==> src/rtl/dmem_responder.sv <==
// -----------------------------------------------------------------------------
// dmem_responder
//
// Data-side memory responder for the pipelined ARM core. It answers the core's
// Memory-stage data port with same-cycle (combinational) read data. Behind it
// sit a word-addressed data RAM and a small MMIO window. The window holds a
// free-running cycle counter, a GPIO output register, and an output FIFO that
// drains through a valid/ready stream.
//
// Address map (addr[31] selects the region):
//   0x0000_0000..  data RAM. The word index is addr[log2(RAM_WORDS)+1:2], and
//                  the higher bits alias.
//   0x8000_0000    CYCLE      (RO)  free-running 32-bit counter
//   0x8000_0004    GPIO       (RW)  drives gpio_out
//   0x8000_0008    FIFO_DATA  (WO)  a write pushes write_data; reads return 0
//   0x8000_000C    STATUS     (RW1C on bit 10)
//                  [7:0] count, [8] full, [9] empty, [10] overflow (sticky)
//   other offsets  read 0; writes are ignored
//
// Ports:
//   clk         in   clock, rising edge
//   reset       in   asynchronous, active-high; clears MMIO/FIFO state, not RAM
//   mem_write   in   store strobe from the Memory stage
//   addr        in   byte address (bits [1:0] ignored)
//   write_data  in   store data
//   read_data   out  combinational read data for addr (pre-edge state)
//   gpio_out    out  GPIO register
//   out_valid   out  FIFO not empty
//   out_data    out  FIFO head entry
//   out_ready   in   consumer takes the head entry this cycle
// -----------------------------------------------------------------------------
module dmem_responder #(
  parameter int RAM_WORDS  = 64,
  parameter int FIFO_DEPTH = 8
) (
  input  logic        clk,
  input  logic        reset,
  input  logic        mem_write,
  input  logic [31:0] addr,
  input  logic [31:0] write_data,
  output logic [31:0] read_data,
  output logic [31:0] gpio_out,
  output logic        out_valid,
  output logic [31:0] out_data,
  input  logic        out_ready
);

  localparam int RAM_AW  = $clog2(RAM_WORDS);
  localparam int FIFO_AW = $clog2(FIFO_DEPTH);
  localparam int CNT_W   = FIFO_AW + 1;

  localparam logic [3:0] OFF_CYCLE  = 4'h0;
  localparam logic [3:0] OFF_GPIO   = 4'h1;
  localparam logic [3:0] OFF_FIFO   = 4'h2;
  localparam logic [3:0] OFF_STATUS = 4'h3;

  localparam int STATUS_OVF_BIT = 10;

  // ---------------------------------------------------------------------------
  // Address decode
  // ---------------------------------------------------------------------------
  logic              is_mmio;
  logic [RAM_AW-1:0] ram_index;
  logic [3:0]        mmio_off;

  assign is_mmio   = addr[31];
  assign ram_index = addr[RAM_AW+1:2];
  assign mmio_off  = addr[5:2];

  // The byte-offset bits and the upper aliasing bits are deliberately ignored.
  logic unused_addr_bits;
  assign unused_addr_bits = ^{addr[30:6], addr[1:0]};

  logic ram_we;
  logic gpio_we;
  logic push_req;
  logic ovf_clear;

  assign ram_we    = mem_write & ~is_mmio;
  assign gpio_we   = mem_write & is_mmio & (mmio_off == OFF_GPIO);
  assign push_req  = mem_write & is_mmio & (mmio_off == OFF_FIFO);
  assign ovf_clear = mem_write & is_mmio & (mmio_off == OFF_STATUS)
                   & write_data[STATUS_OVF_BIT];

  // ---------------------------------------------------------------------------
  // Data RAM: asynchronous read, synchronous write. It has no reset, so
  // contents survive a core reset.
  // ---------------------------------------------------------------------------
  logic [31:0] ram [RAM_WORDS];
  logic [31:0] ram_rdata;

  always_ff @(posedge clk) begin
    if (ram_we) begin
      ram[ram_index] <= write_data;
    end
  end

  assign ram_rdata = ram[ram_index];

  // ---------------------------------------------------------------------------
  // Cycle counter and GPIO
  // ---------------------------------------------------------------------------
  logic [31:0] cycle_count;
  logic [31:0] gpio_reg;

  always_ff @(posedge clk or posedge reset) begin
    if (reset) begin
      cycle_count <= 32'd0;
    end else begin
      cycle_count <= cycle_count + 32'd1;
    end
  end

  always_ff @(posedge clk or posedge reset) begin
    if (reset) begin
      gpio_reg <= 32'd0;
    end else if (gpio_we) begin
      gpio_reg <= write_data;
    end
  end

  assign gpio_out = gpio_reg;

  // ---------------------------------------------------------------------------
  // Output FIFO
  // ---------------------------------------------------------------------------
  logic [31:0]        fifo_mem [FIFO_DEPTH];
  logic [FIFO_AW-1:0] rd_ptr;
  logic [FIFO_AW-1:0] wr_ptr;
  logic [CNT_W-1:0]   count;
  logic               overflow;

  logic full;
  logic empty;
  logic pop;
  logic push_ok;

  assign full  = (count == CNT_W'(FIFO_DEPTH));
  assign empty = (count == '0);

  // out_valid depends only on the count register, so a consumer that drives
  // out_ready from out_valid does not close a combinational loop.
  assign out_valid = ~empty;
  assign out_data  = fifo_mem[rd_ptr];

  assign pop = out_valid & out_ready;

  // When the FIFO is full, a pop in the same cycle frees the head slot. The
  // head slot is exactly where wr_ptr points (wr_ptr == rd_ptr when full), so
  // the push can take it. out_data is still read from that slot before the
  // edge, so the departing entry is not corrupted.
  assign push_ok = push_req & (~full | pop);

  always_ff @(posedge clk) begin
    if (push_ok) begin
      fifo_mem[wr_ptr] <= write_data;
    end
  end

  always_ff @(posedge clk or posedge reset) begin
    if (reset) begin
      rd_ptr <= '0;
      wr_ptr <= '0;
      count  <= '0;
    end else begin
      if (push_ok) begin
        wr_ptr <= wr_ptr + FIFO_AW'(1);
      end
      if (pop) begin
        rd_ptr <= rd_ptr + FIFO_AW'(1);
      end
      case ({push_ok, pop})
        2'b10:   count <= count + CNT_W'(1);
        2'b01:   count <= count - CNT_W'(1);
        default: count <= count;
      endcase
    end
  end

  // The sticky overflow flag is set by a rejected push. A set takes priority
  // over a clear in the same cycle.
  always_ff @(posedge clk or posedge reset) begin
    if (reset) begin
      overflow <= 1'b0;
    end else if (push_req & ~push_ok) begin
      overflow <= 1'b1;
    end else if (ovf_clear) begin
      overflow <= 1'b0;
    end
  end

  // ---------------------------------------------------------------------------
  // Read mux: this reflects the pre-edge state only, so reads never change
  // anything.
  // ---------------------------------------------------------------------------
  logic [7:0]  count_byte;
  logic [31:0] status_word;

  assign count_byte  = 8'(count);
  assign status_word = {21'd0, overflow, empty, full, count_byte};

  always_comb begin
    read_data = 32'd0;
    if (!is_mmio) begin
      read_data = ram_rdata;
    end else begin
      case (mmio_off)
        OFF_CYCLE:  read_data = cycle_count;
        OFF_GPIO:   read_data = gpio_reg;
        OFF_STATUS: read_data = status_word;
        default:    read_data = 32'd0;
      endcase
    end
  end

endmodule

==> config.mk <==
export PLATFORM = sky130hd
export DESIGN_NAME = dmem_responder
export DESIGN_NICKNAME = d
export VERILOG_FILES = /design/src/rtl/dmem_responder.sv
export SDC_FILE = /design/constraint.sdc
export NUM_CORES = 2
export LEC_CHECK = 0
export CAP_MARGIN = 15
export CORE_ASPECT_RATIO = 0.7
export CORE_MARGIN = 10
export CORE_UTILIZATION = 30
export DETAILED_ROUTE_END_ITERATION = 16
export PLACE_DENSITY = 0.5
export SYNTH_ARGS = -nofsm -noshare
export SYNTH_HDL_FRONTEND = slang
export SYNTH_SLANG_ARGS = --single-unit
==> constraint.sdc <==
create_clock -name clk -period 3.55 [get_ports clk]
set_input_delay 0.71 -clock clk [delete_from_list [all_inputs] [get_ports clk]]
set_output_delay 0.71 -clock clk [all_outputs]
set_load 0.03 [all_outputs]
==> out/metrics.yaml <==
synthCells: 4937
h-tree-depth: 4
slew_headroom_pct: 18.6
path_clk_slew_ps: 60
grt_pass1_wl_um: 493000
syn_nets: 5009
fin_crit_ps: 4300
rsz0062_at_grt: "true"
synth-async-reset-ratio_pct: 3.15
die_w_um: 684
finalHoldViolCount: 0
synth_seq_cells: 2379
cp_data_required_time_ps: 2840
drtPass1Iterations: 6
ant_nets: 0
die_h_um: 485
grtUsageTotal_pct: 21.4
nets: 6291
seq_area_sq_um: 71100
path_max_fanout: 8
synth_seq_area_share_pct: 76.8
rr_worst_depth: 9
final_layout_size_suffix_gt1_share_pct: 39.1
start_util_pct: 30.2
ios: 165
dp.cells: 9892
place_area_sq_um: 109000
wire_per_inst_um: 35.2
clock_sinks: 2379
peakVddDrop_mv: 0.476
core_sq_um: 307000
fp-row-count: 170
cp-startpoint: "addr[4]"
slew_viol_final: 0
grt_max_degree: 76
areaGrowthSynthToFinish_pct: 31.8
clkLatencyLatePin_ps: 890
cts_buffer_depth: 4
antenna_found_initial: 43
fin_skew_ps: 27.4
root_buffer: "clkbuf_16"
gp_congestion: 0.940
cts_tree: "yes"
start_kind: "input port"
r2r_start: "count[0]$_DFFE_PP0P_"
final_common_cell: "edfxtp_1"
first_iter_violations: 9277
cp-end-kind: "output pin"
synth_flop_cell: "edfxtp_1"
synth_cell_types: 83
syn_area_per_cell_sq_um: 18.7
setup_viol: 38
grt_pass1_vias: 54500
final_cell_area_sq_um: 122000
powerDensity_nw_per_um2: 526
fmax_ghz: 0.232
dp_hpwl_um: 241000
dieArea_sq_um: 331000
fill_cells: 27700
post-route-util_pct: 39.7
num_vias: 58100
worst_ep_arrival_time_ps: 3590
routed_wl_um: 370000
yosys_warnings: 0
p_leak_nw: 40.7
port_buffers: 139
maxCapViolations: 0
worst_slack_ps: -755
drc: 0
fin_cells: 10500
hp-class: "in2async"
status: "finished with violations"
grt_overflow: 0
violations: "negative setup slack"
tightestPinTransition_ps: 1220
synth_edf_count: 2304
synth_area_sq_um: 92500
path_class: "in2out"
multiInputGateArea_sq_um: 23100
viasPerCell: 5.52
final_cell_mix: "edfxtp_1, buf_4, buf_12"
fin_crit_sh_pct: 121
numCtsBuffers: 221
## critical path, cell delays in order
cell	delay, ps
buf_16	130
buf_8	140
nor2b_4	140
buf_12	160
buf_12	160
a221o_1	370
a222oi_1	600
nor2_1	190
buf_4	220
o41ai_2	200
buf_4	200
o211ai_1	130
buf_4	200
## where the power goes
part           internal (W)  switching (W)
combinational       0.00413        0.00538
clock                0.0127         0.0107
sequential           0.0310       0.000261
total                0.0478         0.0163
## through the flow
step                power [W]  hold WS, ps  worst slack, ps  setup TNS (ps)
floorplan              0.0355          438             -240         -215650
CTS                    0.0640          190             -753          -15090
detailed placement     0.0402          458            -1530          -53240
global route           0.0658          214             -789          -16840
global placement       0.0402          458            -1550          -52950
finish                 0.0641          182             -755          -15240
## routing by layer
| layer | vias to the layer above | GRT usage, % | wire [um] |
|---|---|---|---|
| li1 | 23000 | - | - |
| met1 | 31000 | 31.1 | 157000 |
| met2 | 3531 | 30.1 | 153000 |
| met3 | 545 | 7.43 | 48700 |
| met4 | 6 | 5.67 | 11700 |
| met5 | - | 0 | 33 |
## path summary, 6_finish.rpt
check / end / slack (ps)
worst max-delay path: read_data[6] / -750
max in group asynchronous: rd_ptr[1]$_DFFE_PP0P_ / 2910
worst min-delay path: gpio_out[30]$_DFFE_PP0P_ / 180
worst min register to register: cycle_count[31]$_DFF_PP0_ / 460
worst max register to register: count[2]$_DFFE_PP0P_ / 1240
min in group clk: fifo_mem[3][9]$_DFFE_PP_ / 250
## cells in the mapped netlist (all sizes together), types with 6 or more instances
master | count | area share, %
o22a | 15 | 0.14
mux2 | 227 | 2.8
o211ai | 12 | 0.097
edfxtp | 2304 | 75
a21o | 7 | 0.057
buf | 225 | 1.5
nor3 | 11 | 0.065
clkbuf | 101 | 0.41
a2111oi | 9 | 0.099
a2bb2oi | 6 | 0.057
o221ai | 16 | 0.15
xnor2 | 24 | 0.23
nand2 | 159 | 0.65
o22ai | 107 | 0.72
o2bb2ai | 25 | 0.24
a222oi | 21 | 0.23
nor2b | 8 | 0.054
nor2 | 181 | 0.74
a221oi | 133 | 1.3
nand3 | 33 | 0.18
dfrtp | 75 | 2.0
mux4 | 194 | 4.7
mux2i | 296 | 3.2
a221o | 57 | 0.62
a21oi | 141 | 0.76
nand3b | 7 | 0.057
a22oi | 174 | 1.4
xor2 | 12 | 0.11
a31oi | 22 | 0.15
nand4 | 14 | 0.095
inv | 8 | 0.032
a32oi | 13 | 0.12
a22o | 55 | 0.52
nand2b | 10 | 0.068
a211oi | 23 | 0.19
o21ai | 112 | 0.61
and2 | 6 | 0.041
and3 | 12 | 0.081
## state kept, by name (all words and copies together), names as in the netlist
name         flops
overflow         1
gpio_out        32
cycle_count     32
fifo_mem       256
wr_ptr           3
rd_ptr           3
count            4
ram           2048
## cell type report
class	instances	share of cell area, %
Sequential cell	2379	58.3
Multi-Input combinational cell	2223	19.0
Timing Repair Buffer	1385	12.8
Clock buffer	275	4.77
Tap cell	4128	4.24
Clock inverter	113	0.796
Inverter	9	0.0390
Antenna cell	16	0.0329
## repair_timing
item / CTS / global route
setup endpoints to repair: 65 / 49
gates resized for setup: 704 / 321
pin swaps: 134 / 145
setup buffers: 164 / 102
cloned: 12 / 4
hold buffers: 0 / 0
## kinds of logic (layout without fill, tap and decap cells)
family	after synthesis	in the layout	synth area share, %
and+or+nand+nor	477	477	2.35
buffers and inverters	335	1782	1.90
other	0	16	0
DFF	2379	2379	76.8
adders and majority gates	4	4	0.0541
xor gates and xnor gates	36	36	0.341
muxes	717	717	10.7
AOI/OAI and AO/OA	989	989	7.82
(Power assumes the default switching activity.)
